**config.mk**
```make
export PLATFORM = sky130hd
export DESIGN_NAME = mcpu5_prog_sequencer
export DESIGN_NICKNAME = d
export VERILOG_FILES = /design/src/rtl/mcpu5_pkg.sv /design/src/rtl/mcpu5_prog_mem.sv /design/src/rtl/mcpu5_prog_sequencer.sv
export SDC_FILE = /design/constraint.sdc
export NUM_CORES = 1
export LEC_CHECK = 0
export CORE_MARGIN = 2
export CORE_UTILIZATION = 63
export CTS_CLUSTER_SIZE = 16
export DETAILED_ROUTE_END_ITERATION = 10
export PLACE_DENSITY = 0.85
export SLEW_MARGIN = 20
export SYNTH_ARGS = -nofsm -noshare
export SYNTH_HDL_FRONTEND = slang
export SYNTH_SLANG_ARGS = --single-unit
```
**constraint.sdc**
```tcl
create_clock -name clk -period 4.1 [get_ports clk]
set_input_delay 0.82 -clock clk [delete_from_list [all_inputs] [get_ports clk]]
set_output_delay 0.82 -clock clk [all_outputs]
set_load 0.05 [all_outputs]
```
**src/rtl/mcpu5_pkg.sv**
```systemverilog
// mcpu5_pkg: opcodes, sequencer state and halt-cause encodings shared by the MCPU5 sequencer.
package mcpu5_pkg;
   localparam logic [5:0] OP_HALT = 6'b111111;
   localparam logic [5:0] OP_OUT  = 6'b111011;
   localparam logic [5:0] OP_NOP  = OP_HALT;
   typedef enum logic [1:0] {ST_IDLE, ST_FETCH, ST_EXEC, ST_HALTED} state_e;
   typedef enum logic [2:0] {
      HC_NONE   = 3'd0,
      HC_CMD    = 3'd1,
      HC_OPHALT = 3'd2,
      HC_BP     = 3'd3,
      HC_LIMIT  = 3'd4,
      HC_FAULT  = 3'd5
   } cause_e;
endpackage

```
**src/rtl/mcpu5_prog_mem.sv**
```systemverilog
// mcpu5_prog_mem: 2**ADDR_W x 6 program store, single write port, registered read.
module mcpu5_prog_mem
   import mcpu5_pkg::*;
#(
   parameter int ADDR_W = 5
) (
   input  logic              clk,
   input  logic              rst,
   input  logic              we,
   input  logic [ADDR_W-1:0] waddr,
   input  logic [5:0]        wdata,
   input  logic              re,
   input  logic [ADDR_W-1:0] raddr,
   output logic [5:0]        rdata
);
   logic [5:0] mem [2**ADDR_W];
   logic [5:0] rd_q;
   always_ff @(posedge clk) if (we) mem[waddr] <= wdata;
   always_ff @(posedge clk or posedge rst)
      if (rst) rd_q <= OP_HALT;
      else if (re) rd_q <= mem[raddr];
   assign rdata = rd_q;
endmodule

```
**src/rtl/mcpu5_prog_sequencer.sv**
```systemverilog
// mcpu5_prog_sequencer: feeds the MCPU5 core one stored instruction per two clocks,
// owns core reset and stops on command, HALT opcode, breakpoint, step budget or PC fault.
module mcpu5_prog_sequencer
   import mcpu5_pkg::*;
#(
   parameter int ADDR_W = 5,
   parameter int CNT_W  = 12
) (
   input  logic              clk,
   input  logic              rst,
   input  logic              cmd_reset,
   input  logic              cmd_halt,
   input  logic              cmd_run,
   input  logic              cmd_step,
   input  logic              prog_we,
   input  logic [ADDR_W-1:0] prog_addr,
   input  logic [5:0]        prog_data,
   input  logic              bp_en,
   input  logic [7:0]        bp_addr,
   input  logic [CNT_W-1:0]  step_limit,
   input  logic [7:0]        cpu_pc,
   input  logic [7:0]        cpu_accu,
   output logic [5:0]        cpu_inst,
   output logic              cpu_step,
   output logic              cpu_rst,
   output logic [7:0]        out_data,
   output logic              out_valid,
   output logic              busy,
   output logic [2:0]        halt_cause
);
   state_e             state_q, state_d;
   logic               mode_step_q, mode_step_d;
   logic               first_q, first_d;
   logic               halt_req_q, halt_req_d;
   logic [CNT_W-1:0]   cnt_q, cnt_d;
   cause_e             cause_q, cause_d;
   logic [7:0]         out_data_q, out_data_d;
   logic               out_valid_q, out_valid_d;
   logic [5:0]         inst;
   logic [CNT_W-1:0]   cnt_inc;
   logic               fault, bp_hit, go_run, go_step, idle_or_halted;

   mcpu5_prog_mem #(.ADDR_W(ADDR_W)) u_mem (
      .clk   (clk),
      .rst   (rst),
      .we    (prog_we && idle_or_halted),
      .waddr (prog_addr),
      .wdata (prog_data),
      .re    (state_q == ST_FETCH),
      .raddr (cpu_pc[ADDR_W-1:0]),
      .rdata (inst)
   );

   assign idle_or_halted = (state_q == ST_IDLE) || (state_q == ST_HALTED);
   assign cnt_inc = &cnt_q ? cnt_q : cnt_q + 1'b1;
   assign fault   = (cpu_pc >> ADDR_W) != 8'd0;
   assign bp_hit  = bp_en && (cpu_pc == bp_addr) && !first_q;
   // cmd_halt outranks run/step even where it has no effect of its own
   assign go_run  = cmd_run && !cmd_halt;
   assign go_step = cmd_step && !cmd_halt && !cmd_run;

   always_comb begin
      state_d     = state_q;
      mode_step_d = mode_step_q;
      first_d     = first_q;
      halt_req_d  = halt_req_q;
      cnt_d       = cnt_q;
      cause_d     = cause_q;
      out_data_d  = out_data_q;
      out_valid_d = 1'b0;
      if (cmd_reset) begin
         state_d    = ST_IDLE;
         cnt_d      = '0;
         cause_d    = HC_NONE;
         halt_req_d = 1'b0;
      end else begin
         case (state_q)
            ST_IDLE, ST_HALTED: if (go_run || go_step) begin
               state_d     = ST_FETCH;
               mode_step_d = go_step;
               first_d     = 1'b1;
               halt_req_d  = 1'b0;
               cause_d     = HC_NONE;
               cnt_d       = go_run ? '0 : cnt_q;
            end
            ST_FETCH: begin
               first_d    = 1'b0;
               halt_req_d = halt_req_q || cmd_halt;
               state_d    = (fault || bp_hit) ? ST_HALTED : ST_EXEC;
               cause_d    = fault ? HC_FAULT : bp_hit ? HC_BP : cause_q;
            end
            default: if (inst == OP_HALT) begin
               state_d = ST_HALTED;
               cause_d = HC_OPHALT;
            end else begin
               cnt_d       = cnt_inc;
               out_valid_d = inst == OP_OUT;
               out_data_d  = inst == OP_OUT ? cpu_accu : out_data_q;
               halt_req_d  = 1'b0;
               state_d     = ST_HALTED;
               if (mode_step_q) cause_d = HC_NONE;
               else if (step_limit != '0 && cnt_inc == step_limit) cause_d = HC_LIMIT;
               else if (halt_req_q || cmd_halt) cause_d = HC_CMD;
               else state_d = ST_FETCH;
            end
         endcase
      end
   end

   always_ff @(posedge clk or posedge rst)
      if (rst) begin
         state_q     <= ST_IDLE;
         mode_step_q <= 1'b0;
         first_q     <= 1'b0;
         halt_req_q  <= 1'b0;
         cnt_q       <= '0;
         cause_q     <= HC_NONE;
         out_data_q  <= '0;
         out_valid_q <= 1'b0;
      end else begin
         state_q     <= state_d;
         mode_step_q <= mode_step_d;
         first_q     <= first_d;
         halt_req_q  <= halt_req_d;
         cnt_q       <= cnt_d;
         cause_q     <= cause_d;
         out_data_q  <= out_data_d;
         out_valid_q <= out_valid_d;
      end

   assign cpu_inst   = (state_q == ST_EXEC) ? inst : OP_NOP;
   assign cpu_step   = (state_q == ST_EXEC) && (inst != OP_HALT);
   assign cpu_rst    = state_q == ST_IDLE;
   assign busy       = (state_q == ST_FETCH) || (state_q == ST_EXEC);
   assign halt_cause = cause_q;
   assign out_data   = out_data_q;
   assign out_valid  = out_valid_q;
endmodule

```
==> results of run 1 <==
-- layer usage --
layer  GRT usage, %  vias to the layer above  wire [um]
met5              0                        -          0
met4          8.476                        0        598
met3          5.043                       57       2143
met2          44.78                      386      11080
met1          38.36                     3127       9033
li1               -                     2605          -
-- power by group through the flow --
stage	Combinational, mW	Sequential (mW)	Clock (mW)
finish	1.07	2.72	2.06
global route	1.14	2.73	2.17
CTS	1.07	2.71	2.08
detailed placement	1.05	2.76	0
global placement	1.02	2.75	0
floorplan	0.639	2.82	0
-- sequential cells by signal, summed over array words and instances (netlist names) --
signal	count
cnt_q	12
u_mem.rdata	6
out_data	8
state_q	2
halt_req_q	1
mode_step_q	1
u_mem.mem	192
out_valid	1
first_q	1
halt_cause	3
-- cell families after synthesis --
kind of cell | synth area share (%)
AO/OA/AOI/OAI | 4.970
XOR/XNOR | 1.227
adder cells (fa/ha/maj) | 0.5008
buffers and inverters | 1.915
flip-flops | 66.52
multiplexers | 14.67
AND/OR/NAND/NOR | 10.19
-- worst max-delay path by stage --
stage	startpoint	end	slack (ns)	cells past startpoint
2_1_floorplan	cpu_pc[0]	u_mem.rdata[3]	1.32	6
3_3_place_gp	cpu_pc[4]	halt_cause[0]	0.96	6
3_5_place_dp	cpu_pc[4]	halt_cause[2]	0.86	6
4_1_cts	state_q[0]	cpu_step	0.88	4
5_1_grt	cnt_q[0]	halt_cause[2]	0.64	8
6_report	u_mem.rdata[1]	cpu_step	0.85	4
-- area by class of cell --
cell class	instances	area share, %
sequential	227	57.17
multi-input combinational	349	27.12
timing repair buffer	82	6.584
clock buffer	35	5.680
tap	216	2.324
clock inverter	7	0.7316
inverter	12	0.3873
-- per-stage QoR --
stage | area [sq um] | total power [mW] | cells | hold slack [ns]
5_1_grt | 11630 | 6.035 | 928 | 0.5213
2_1_floorplan | 9995 | 3.454 | 620 | 0.4690
3_5_place_dp | 10910 | 3.813 | 886 | 0.4732
6_report | 11630 | 5.846 | 928 | 0.4870
4_1_cts | 11660 | 5.864 | 928 | 0.4884
3_3_place_gp | 10910 | 3.772 | 886 | 0.4573
-- cells in the final DEF (no fill, tap or decap), types with 8 or more instances in the layout --
master and count:
inv_1 10, clkdlybuf4s50_1 67, buf_4 8, dfrtp_1 29, nand3_1 8, mux4_2 60
a21oi_1 28, nand2b_1 13, edfxtp_1 192, nor3_1 8, nand2_1 38, clkbuf_16 23
clkbuf_1 8, nor2_1 58, o21ai_0 14, nand4_1 8
-- worst reg2reg max path: stages, from the launching register on --
cell     delay, ns
dfrtp_1       0.49
ha_1          0.38
and2_1        0.27
nand4_1       0.40
and4_1        0.36
nor4_2        0.30
a41oi_1       0.19
nor3_2        0.33
mux2_2        0.39
==> qor.yml, run 1 <==
ant_nets: 0
rows: 46
peakVddDrop_uv: 404.8
place_hpwl_um: 14650
dpl_worst_slack_ns: 0.8599
power.leakage_nw: 3.996
n_fill_cell: 918
cts.clk_slew.worst_paths_ns: 0.06
antenna_cells: 0
post_cts_buffers: 0
yosysWarnings: 0
post-route-drc-count: 0
whs_path_depth: 1
synthCells: 620
worstPathRequired_ns: 3.28
initialDrtViolationCount: 756
crit_buf_inv: 1
nets: 754
rsz0062_at_grt: "no"
fin_tns_setup_ns: 0
synth_commonest_cells: "edfxtp_1, mux4_2, nor2_1, nand2_1, dfrtp_1"
crit_fanout: 4
multi_input_area_sq_um: 3154
worst_clock_skew_ns: 0.01028
async_flop_share_pct: 15.42
grt_pass1_vias: 6019
vias_per_cell: 6.654
grt_max_degree: 33
crit_family: "buffers and inverters"
synth_edf_count: 192
status: "complete, no violations"
wire_per_inst_um: 24.63
slowest_stage: "clkdlybuf4s50_1"
clk_path_buf_depth: 3
area_delta_synth_final_pct: 16.36
port_buffers: 75
cts_tree: "yes"
cts_resized: 0
synthDistinctLibCells: 70
pwr-share-seq_pct: 46.5
crit_type: "reg2out"
regToRegSetupSlack_ns: 0.88
cap_violations: 0
reg2regPathDepth: 8
fin_ws_ns: 0.8517
yosys.area.top_type: "edfxtp_1"
drive_gt1_share_pct: 18.96
dr.pass1.iters: 6
cp_slowest_stage_delay_ns: 0.69
grt_pass1_wl_um: 34340
min_path_type: "reg2reg"
die-area_sq_um: 16890
gp_congestion: 0.9026
root_buffer: "clkbuf_16"
period_minus_slack_ns: 3.248
p_int_mw: 4.216
synth-seq-cells: 227
setup_viol: 0
netlist_area_sq_um: 9995
swShare_pct: 27.89
max_slew.worst_pin.slew_ns: 0.8906
initial_core_util_pct: 63.61
cp_cell_sequence: "and3_1 -> nand4_1 -> and2_1 -> clkdlybuf4s50_1"
rr_endpoint: "halt_cause[0]"
period_share_pct: 79.23
vias: 6175
final-hold-violation-count: 0
seq_area_frac_synth_pct: 66.52
synth_ff_type: "edfxtp_1"
die_w_um: 130.0
cp.arrival_ns: 2.43
switching_power_mw: 1.630
cp-start-kind: "register"
track_usage_pct: 27.38
min_from: "halt_cause[1]"
reg2reg_from: "cnt_q[0]"
cts_hold_buf: 0
synth_nets: 679
coreArea_sq_um: 15710
regArea_sq_um: 6649
die_h_um: 130.0
report.final.slew_viol_count: 0
yosys.area.top_type_share_pct: 57.69
cts_buffers: 23
wirelength_um: 22850
p_clk_share_pct: 35.2
synth_area_leaders: "edfxtp_1, mux4_2, dfrtp_1, nor2_1, dfstp_2"
synthMostInstantiatedCell: "edfxtp_1"
antenna_found_initial: 0
combPwrFrac_pct: 18.3
hold-path-endpoint: "halt_cause[1]"
h-tree-depth: 1
timing.fmax_ghz: 0.3079
powerDensity_nw_per_um2: 502.6
overflow: 0
slew_headroom_pct: 40.50
syn-mean-instance-area_sq_um: 16.12
final_core_util_pct: 74.02
cp-end-kind: "primary output"
io_pins: 76
cts_sinks: 227
clk_latency_ns: 0.51
No activity file was read; power rests on OpenSTA's default activity.
==> run 2: changes to the inputs <==
CORE_UTILIZATION = 58   (was 63)
PLACE_DENSITY = 0.79   (was 0.85)
clock period = 3.2 ns   (was 4.1 ns; I/O delays follow)
==> run 2 against run 1 <==
Count of clock-buffer cells in the layout shrank 4. Highest routed layer unchanged. Routed wire length fell by 1.9%. Combinational power up 32%. First-iteration DRC count decreased by 7.1%. Largest cell class unchanged. Via count fell by 3.1%. Cell count is 2.0% higher. Critical path depth did not move. Setup slack got worse by 0.72 ns. Final area rose by 1.7%. Non-clock buffer count increased by 13. Clock power increased by 33%.
==> qor.yml, run 2 (synthesis results as in run 1) <==
status: "complete, no violations"
cts_tree: "yes"
peakVddDrop_uv: 481.0  # +19%
vias: 5983  # -3.1%
cp-end-kind: "primary output"
worst_clock_skew_ns: 0.01820  # +0.007922 ns
report.final.slew_viol_count: 0  # unchanged
regMostFlops: "u_mem.mem"
cp-start-kind: "register"
fin_tns_setup_ns: 0  # unchanged
place_area_sq_um: 11030  # +1.1%
regArea_sq_um: 6649  # unchanged
worstPathRequired_ns: 2.56  # -0.72 ns
timing.fmax_ghz: 0.3260
initialDrtViolationCount: 702  # -7.1%
ant_nets: 0  # unchanged
clk_path_buf_depth: 3  # unchanged
regToRegSetupSlack_ns: 0.34  # -0.54 ns
period_share_pct: 95.87
overflow: 0  # unchanged
cts_hold_buf: 0  # unchanged
setup_viol: 0  # unchanged
antenna_found_initial: 0  # unchanged
grt_pass1_vias: 6117  # +1.6%
max_slew.worst_pin.slew_ns: 0.6961  # -0.1945 ns
n_fill_cell: 1032  # +12%
gp_congestion: 0.9257  # +2.6%
nets: 768  # +1.9%
period_minus_slack_ns: 3.068
grt_pass1_wl_um: 34440  # +0.28%
die_h_um: 135.3  # +4.1%
initial_core_util_pct: 59.84  # -3.8 points
drive_gt1_share_pct: 19.53  # +0.57 points
crit_fanout: 13  # +9
rsz0062_at_grt: "no"
layout_common_cells: "edfxtp_1, clkdlybuf4s50_1, mux4_2, nor2_1, nand2_1"
cts_buffers: 24  # +4.3%
cts.clk_slew.worst_paths_ns: 0.06  # about the same
track_usage_pct: 25.13  # -2.2 points
mostFrequentLayoutCell: "edfxtp_1"
largest_reg_flops: 192  # unchanged
antenna_cells: 0  # unchanged
crit_type: "reg2out"
port_buffers: 75  # unchanged
root_buffer: "clkbuf_16"
reg2reg_from: "cnt_q[2]"
multi_input_area_sq_um: 3154  # unchanged
die-area_sq_um: 18300  # +8.3%
slew_headroom_pct: 52.99  # +12 points
place_hpwl_um: 14640  # about the same
power.total_mw: 7.620  # +30%
min_path_type: "in2async"
h-tree-depth: 1  # unchanged
post-route-drc-count: 0  # unchanged
reg2regPathDepth: 7  # -1
wirelength_um: 22410  # -1.9%
cts_sinks: 227  # unchanged
final_core_util_pct: 70.80  # -3.2 points
coreArea_sq_um: 16700  # +6.3%
cap_violations: 0  # unchanged
power.leakage_nw: 4.075  # +2.0%
vias_per_cell: 6.318  # -5.1%
rr_endpoint: "halt_cause[0]"
post_cts_buffers: 0  # unchanged
powerDensity_nw_per_um2: 644.4  # +28%
clk_latency_ns: 0.52  # about the same
whs_ns: 0.4040  # -0.08300 ns
stdcell_area_sq_um: 11820  # +1.7%
final-hold-violation-count: 0  # unchanged
die_w_um: 135.3  # +4.1%
dr.pass1.iters: 8  # +2
io_pins: 76  # unchanged
rows: 47  # +2.2%
grt_max_degree: 49  # +48%
cp.arrival_ns: 2.43  # about the same
area_delta_synth_final_pct: 18.30
wire_per_inst_um: 23.66  # -3.9%
cts_resized: 0  # unchanged
[run 2: changes by cell type in the layout (fill, tap and decap cells not counted), moves of 2 or more]
cell,change
buf_4,+12
buf_2,-6
clkdlybuf4s50_1,+6
clkinv_1,+4
clkbuf_8,-3
bufinv_16,+2
clkbuf_1,-2
clkinvlp_4,+2
inv_6,-2
[run 2: worst max-delay path, stage by stage, from the launching register on]
cell and delay (ns):
dfrtp_1 0.41, inv_1 0.09, ha_1 0.41, and2_1 0.21
clkdlybuf4s50_1 0.80
[run 2: how the worst max path moves through the flow]
stage / start / end / slack, ns / cells after the start
after CTS: state_q[0] / cpu_step / 0.13 / 4
after global routing: state_q[0] / cpu_step / 0.03 / 4
after detailed placement: cpu_pc[3] / halt_cause[1] / 0.15 / 8
after floorplan: cnt_q[0] / halt_cause[0] / 0.59 / 9
final: state_q[0] / cpu_step / 0.13 / 4
after global placement: cpu_pc[3] / halt_cause[0] / 0.23 / 8
[run 2: metrics by stage]
stage / instances / worst slack (ns)
after floorplan: 620 / 0.5923
after global placement: 903 / 0.2310
after detailed placement: 903 / 0.1530
after CTS: 947 / 0.1340
after global routing: 947 / 0.03218
final: 947 / 0.1321
[run 2: routing by layer]
layer / vias up / wire [um] / track usage (%)
li1: 2640 / - / -
met1: 2989 / 8901 / 34.62
met2: 327 / 11180 / 42.13
met3: 27 / 1962 / 4.415
met4: 0 / 369 / 7.060
met5: - / 0 / 0
[run 2: cell type report]
type                            count  share of cell area (%)
Tap cell                          220                   2.328
Inverter                           12                  0.3810
Sequential cell                   227                   56.23
Clock inverter                     13                   1.333
Timing Repair Buffer               95                   7.661
Multi-Input combinational cell    349                   26.68
Clock buffer                       31                   5.386
[run 2: report_power, final]
| group | switching [mW] | total (mW) | internal, mW |
|---|---|---|---|
| Combinational | 0.877 | 1.41 | 0.529 |
| Clock | 1.09 | 2.75 | 1.65 |
| Sequential | 0.0901 | 3.47 | 3.38 |
==> run 3: changes to the inputs <==
CORE_UTILIZATION = 63   (was 58)
DONT_BUFFER_PORTS = 1   (was unset)
==> run 3 against run 2 <==
Routed wire length shrank 2.0%. Global-route usage grew 1.5 points. Sequential share of layout area grew 4.8 points. Core utilization shrank 1.4 points. Power shrank 5.7%. Non-clock buffer count shrank 89. Combinational power shrank 30%. Register-to-register slack gained 0.02 ns. Critical endpoint is now halt_cause[0].
==> qor.yml, run 3 (synthesis results as in run 1) <==
grt_pass1_vias: 5737  # -6.2%
cts_resized: 0  # unchanged
worst_clock_skew_ns: 0.01469  # -0.003509 ns
root_buffer: "clkbuf_16"
cts.clk_slew.worst_paths_ns: 0.06  # about the same
worstPathRequired_ns: 3.60  # +1.04 ns
ant_nets: 0  # unchanged
initial_core_util_pct: 63.61  # +3.8 points
setup_viol: 0  # unchanged
status: "complete, no violations"
cp.arrival_ns: 3.24  # +0.81 ns
overflow: 0  # unchanged
gp_congestion: 0.9315  # +0.63%
timing.fmax_ghz: 0.3527  # +8.2%
grt_max_degree: 51  # +4.1%
swShare_pct: 27.54  # +0.49 points
regMostFlops: "u_mem.mem"
nets: 679  # -12%
place_hpwl_um: 14040  # -4.1%
pwr-share-seq_pct: 50.1  # +4.6 points
port_buffers: 0  # -100%
period_minus_slack_ns: 2.836  # -0.2324 ns
cts_tree: "yes"
switching_power_mw: 1.978  # -4.0%
h-tree-depth: 1  # unchanged
crit_fanout: 8  # -5
area_delta_synth_final_pct: 9.076
clk_path_buf_depth: 3  # unchanged
slowest_stage: "dfrtp_1"
combPwrFrac_pct: 13.8  # -4.6 points
max_slew.worst_pin.slew_ns: 0.6848  # -0.01130 ns
multi_input_area_sq_um: 3154  # unchanged
place_area_sq_um: 10160  # -7.8%
grt_pass1_wl_um: 33170  # -3.7%
cp_slowest_stage_delay_ns: 0.47  # -0.33 ns
cap_violations: 0  # unchanged
crit_type: "reg2reg"
vias_per_cell: 6.736  # +6.6%
p_clk_share_pct: 36.1  # about the same
report.final.slew_viol_count: 0  # unchanged
track_usage_pct: 26.63  # +1.5 points
p_int_mw: 5.205  # -6.4%
rows: 46  # -2.1%
period_share_pct: 88.61  # -7.3 points
die-area_sq_um: 16890  # -7.7%
cts_buffers: 24  # unchanged
die_h_um: 130.0  # -3.9%
antenna_found_initial: 0  # unchanged
wirelength_um: 21950  # -2.0%
cp_cell_sequence: "ha_1 -> and2_1 -> nand4_1 -> and4_1 -> nor4_2 -> a41oi_1 -> nor3_2 -> mux2_2"
dr.pass1.iters: 7  # -1
cts_hold_buf: 0  # unchanged
powerDensity_nw_per_um2: 658.9  # +2.2%
largest_reg_flops: 192  # unchanged
post-route-drc-count: 0  # unchanged
initialDrtViolationCount: 697  # -0.71%
stdcell_area_sq_um: 10900  # -7.8%
mostFrequentLayoutCell: "edfxtp_1"
finalNonFillerCells: 852  # -10%
layout_common_cells: "edfxtp_1, mux4_2, nor2_1, nand2_1, dfrtp_1"
power.leakage_nw: 3.701  # -9.2%
peakVddDrop_uv: 549.4  # +14%
antenna_cells: 0  # unchanged
n_fill_cell: 991  # -4.0%
drive_gt1_share_pct: 19.81  # +0.28 points
min_path_type: "in2async"
slew_headroom_pct: 54.18  # +1.2 points
cp-start-kind: "register"
clk_latency_ns: 0.53  # about the same
coreArea_sq_um: 15710  # -5.9%
post_cts_buffers: 0  # unchanged
rsz0062_at_grt: "no"
io_pins: 76  # unchanged
placed_cells: 810  # -10%
die_w_um: 130.0  # -3.9%
vias: 5739  # -4.1%
final-hold-violation-count: 0  # unchanged
cp-end-kind: "register"
cts_sinks: 227  # unchanged
regArea_sq_um: 6649  # unchanged
wire_per_inst_um: 25.76  # +8.9%
fin_tns_setup_ns: 0  # unchanged
-- run 3: through the flow --
| stage | util [%] | setup slack, ns | hold WS (ns) | total power [mW] |
|---|---|---|---|---|
| finish | 69.38 | 0.3644 | 0.1401 | 7.183 |
| global route | 69.38 | 0.1178 | 0.1671 | 7.420 |
| CTS | 69.38 | 0.3427 | 0.1396 | 7.210 |
| detailed placement | 64.68 | 0.3765 | 0.5039 | 4.623 |
| global placement | 64.68 | 0.4305 | 0.4958 | 4.598 |
| floorplan | - | 0.5923 | 0.4690 | 4.426 |
-- run 3: layer usage --
metal | track usage, % | vias up | part of all wire, %
met5 | 0 | - | 0
met4 | 6.705 | 0 | 2.0
met3 | 5.207 | 40 | 9.6
met2 | 43.21 | 347 | 48
met1 | 38.13 | 2906 | 40
li1 | - | 2446 | -
-- run 3: final timing paths --
kind | startpoint | endpoint | slack, ns | cells past startpoint
min reg2reg | u_mem.rdata[1] | u_mem.rdata[1] | 0.52 | 2
min | rst | out_data[2] | 0.14 | 2
max | cnt_q[1] | halt_cause[0] | 0.36 | 8
min in group clk | cmd_reset | state_q[0] | 0.18 | 1
max reg2reg | cnt_q[1] | halt_cause[0] | 0.36 | 8
max in group asynchronous | rst | u_mem.rdata[0] | 2.70 | 2
-- run 3: power groups by stage --
| stage | clock network, mW | logic (mW) | registers, mW |
|---|---|---|---|
| 2_1_floorplan | 0 | 0.819 | 3.61 |
| 3_3_place_gp | 0 | 0.959 | 3.64 |
| 3_5_place_dp | 0 | 0.975 | 3.65 |
| 4_1_cts | 2.63 | 0.989 | 3.59 |
| 5_1_grt | 2.73 | 1.07 | 3.61 |
| 6_report | 2.59 | 0.994 | 3.60 |
-- run 3: cell type report --
class | count | area share (%)
Multi-Input combinational cell | 349 | 28.93
Inverter | 12 | 0.4132
Sequential cell | 227 | 60.99
Clock inverter | 13 | 1.090
Clock buffer | 29 | 5.681
Timing Repair Buffer | 6 | 0.4132
Tap cell | 216 | 2.479
-- run 3: critical path: cells and delay by family (launching register included) --
kind | cells | cell delay (ns)
muxes | 1 | 0.37
DFF | 1 | 0.47
and+or+nand+nor | 5 | 1.33
AOI/OAI and AO/OA | 1 | 0.16
adders and majority gates | 1 | 0.38
==> RTL change (settings of run 2) <==
`ADDR_W` is set to 5 in 2 places; all go to 4.
--- a/src/rtl/mcpu5_prog_mem.sv
+++ b/src/rtl/mcpu5_prog_mem.sv
@@ -4,3 +4,3 @@
 #(
-   parameter int ADDR_W = 5
+   parameter int ADDR_W = 4
 ) (
--- a/src/rtl/mcpu5_prog_sequencer.sv
+++ b/src/rtl/mcpu5_prog_sequencer.sv
@@ -5,3 +5,3 @@
 #(
-   parameter int ADDR_W = 5,
+   parameter int ADDR_W = 4,
    parameter int CNT_W  = 12
Ports: changed (resized prog_addr); port bits go from 76 to 75. The function was not compared with the original's and may differ.
==> RTL change against run 2 <==
  * Area after synthesis decreased by 38%
  * Hold slack improved by 0.070 ns
  * Power decreased by 33%
  * Final area decreased by 35%
  * Sequential cell count decreased by 96
  * Die area decreased by 37%
  * Wire length decreased by 37%
  * First-iteration DRC count decreased by 60%
  * Setup slack improved by 0.056 ns
==> RTL change: results (changes against run 2) <==
worst_hold_path:
  holdPathStages: 2
  holdCritPathClass: "reg -> reg"
drt:
  vias_per_cell: 6.033  # -4.5%
  wire_per_inst_um: 20.02  # -15%
  drtIter0Drc: 283  # -60%
  drtPass1Iterations: 4  # -4
  vias: 4229  # -29%
setup_path:
  slowest_stage: "or3_1"
  critPathTopFamily: "simple AND/OR/NAND/NOR gates"
  reg2reg_depth: 9  # +2
  worstPathMaxFanout: 12  # -1
  reg2reg_from: "cnt_q[1]"
  reg2reg_to: "halt_cause[1]"
  max_stage_delay_ns: 0.61  # -0.19 ns
placed_design:
  placed_cell_area_um2: 7111  # -36%
  hpwl_um: 9406  # -36%
  pre_cts_slack_ns: 0.2131  # +0.06012 ns
  io_buffers: 74  # -1.3%
  place_inst: 669  # -26%
  gp_congestion: 0.8246  # -11%
yosys:
  synth_top_family_by_area: "simple AND/OR/NAND/NOR gates"
  synth_area_leaders: "edfxtp_1, dfrtp_1, mux4_2"
  synth.net_count: 529  # -22%
  synth_mux_area_frac: 0.1233  # -0.02345
  synth_compound_area_frac: 0.07561  # +0.02591
  synthTopCellsByCount: "edfxtp_1, nand2_1, nor2_1"
  synth_cell_types: 57  # -19%
  synth_edf_count: 96  # -50%
  synthAdderAreaFrac: 0.008043  # +0.003036
  synth_xor_xnor_area_share: 0.02393  # +0.01166
  synth_cells: 471  # -24%
  yosysSeqAreaShare: 0.6053  # -0.05998
  synthArstFlopShare: 0.2672  # +0.1130
clocking:
  cts.path.max_buffers: 2  # -1
  cts_buffers: 17  # -29%
  clk_pin_slew_ns: 0.06  # about the same
  ctsResizeCount: 1  # +1
  htreeDepth: 4  # +3
  clockRootBuffer: "clkbuf_8"
sta:
  relSlewSlack: 0.5538  # +0.02392
  hold_ws_ns: 0.4739  # +0.06982 ns
  finClkSkew_ns: 0.007989  # -0.01021 ns
  setup_slack_ns: 0.1878  # +0.05571 ns
  tns_ns: 0  # unchanged
finish:
  fin_nets: 610  # -21%
  diodes: 0  # unchanged
  largest_reg_flops: 96  # -50%
  regMostFlops: "u_mem.mem"
  drive_above_1_share: 0.1717  # -0.02364
grt:
  grt_pass1_vias: 4225  # -31%
  track_usage: 0.2620  # +0.01069
  grt_pass1_wl_um: 22100  # -36%
  grt_overflow: 0  # unchanged
  grt_max_degree: 26  # -47%
outcome:
  status: "completed"
pwr:
  ir_drop_v: 0.0005170  # +7.5%
  p_leak_nw: 2.713  # -33%
RTL change: changes by cell type after synthesis, sizes merged, moves of 6 or more:
cell / before / now
nand4: 11 / 4
edfxtp: 192 / 96
o21ai: 14 / 30
nand2: 40 / 48
nor3: 9 / 18
mux4: 60 / 30
a21oi: 28 / 22
nor2: 58 / 42
RTL change: worst max path at each step:
stage	to	cells after the start	from
floorplan	u_mem.rdata[0]	5	cpu_pc[0]
global placement	halt_cause[1]	8	step_limit[5]
detailed placement	halt_cause[1]	8	step_limit[5]
CTS	cpu_inst[2]	4	state_q[0]
global route	state_q[1]	9	cnt_q[1]
finish	halt_cause[1]	9	cnt_q[1]
RTL change: power breakdown:
group          total (mW)  leakage, nW  internal [mW]  switching, mW
logic                1.19         1.13          0.464          0.726
registers            2.06         1.31           1.98         0.0769
clock network        1.87        0.271           1.12          0.750
RTL change: final cells by class:
| class | instances | area [um^2] |
|---|---|---|
| Tap cell | 136 | 170.2 |
| Clock buffer | 19 | 421.7 |
| Sequential cell | 131 | 3766 |
| Fill cell | 675 | 2683 |
| Timing Repair Buffer | 88 | 852.1 |
| Inverter | 17 | 63.81 |
| Clock inverter | 13 | 151.4 |
| Multi-Input combinational cell | 297 | 2262 |
RTL change: worst reg2reg max path, cell delays in order (launching register included):
cell       delay [ns]
dfrtp_1          0.43
ha_1             0.32
nand3_2          0.26
or3_1            0.61
a31oi_4          0.20
a2111oi_1        0.06
and4b_1          0.20
and4_1           0.29
o21bai_4         0.20
mux2_4           0.31
RTL change: metal layers:
| layer | share of wire | wire length, um | GRT usage |
|---|---|---|---|
| met1 | 0.38 | 5267 | 0.3137 |
| met2 | 0.54 | 7544 | 0.4515 |
| met3 | 0.065 | 909 | 0.06416 |
| met4 | 0.022 | 311 | 0.1136 |
| met5 | 0 | 0 | 0 |
RTL change: kinds of logic after synthesis:
kind of cell	after synthesis
simple gates	164
compound gates	74
fa+ha+maj	4
buf+inv	43
xor+xnor	17
mux	38
flops	131
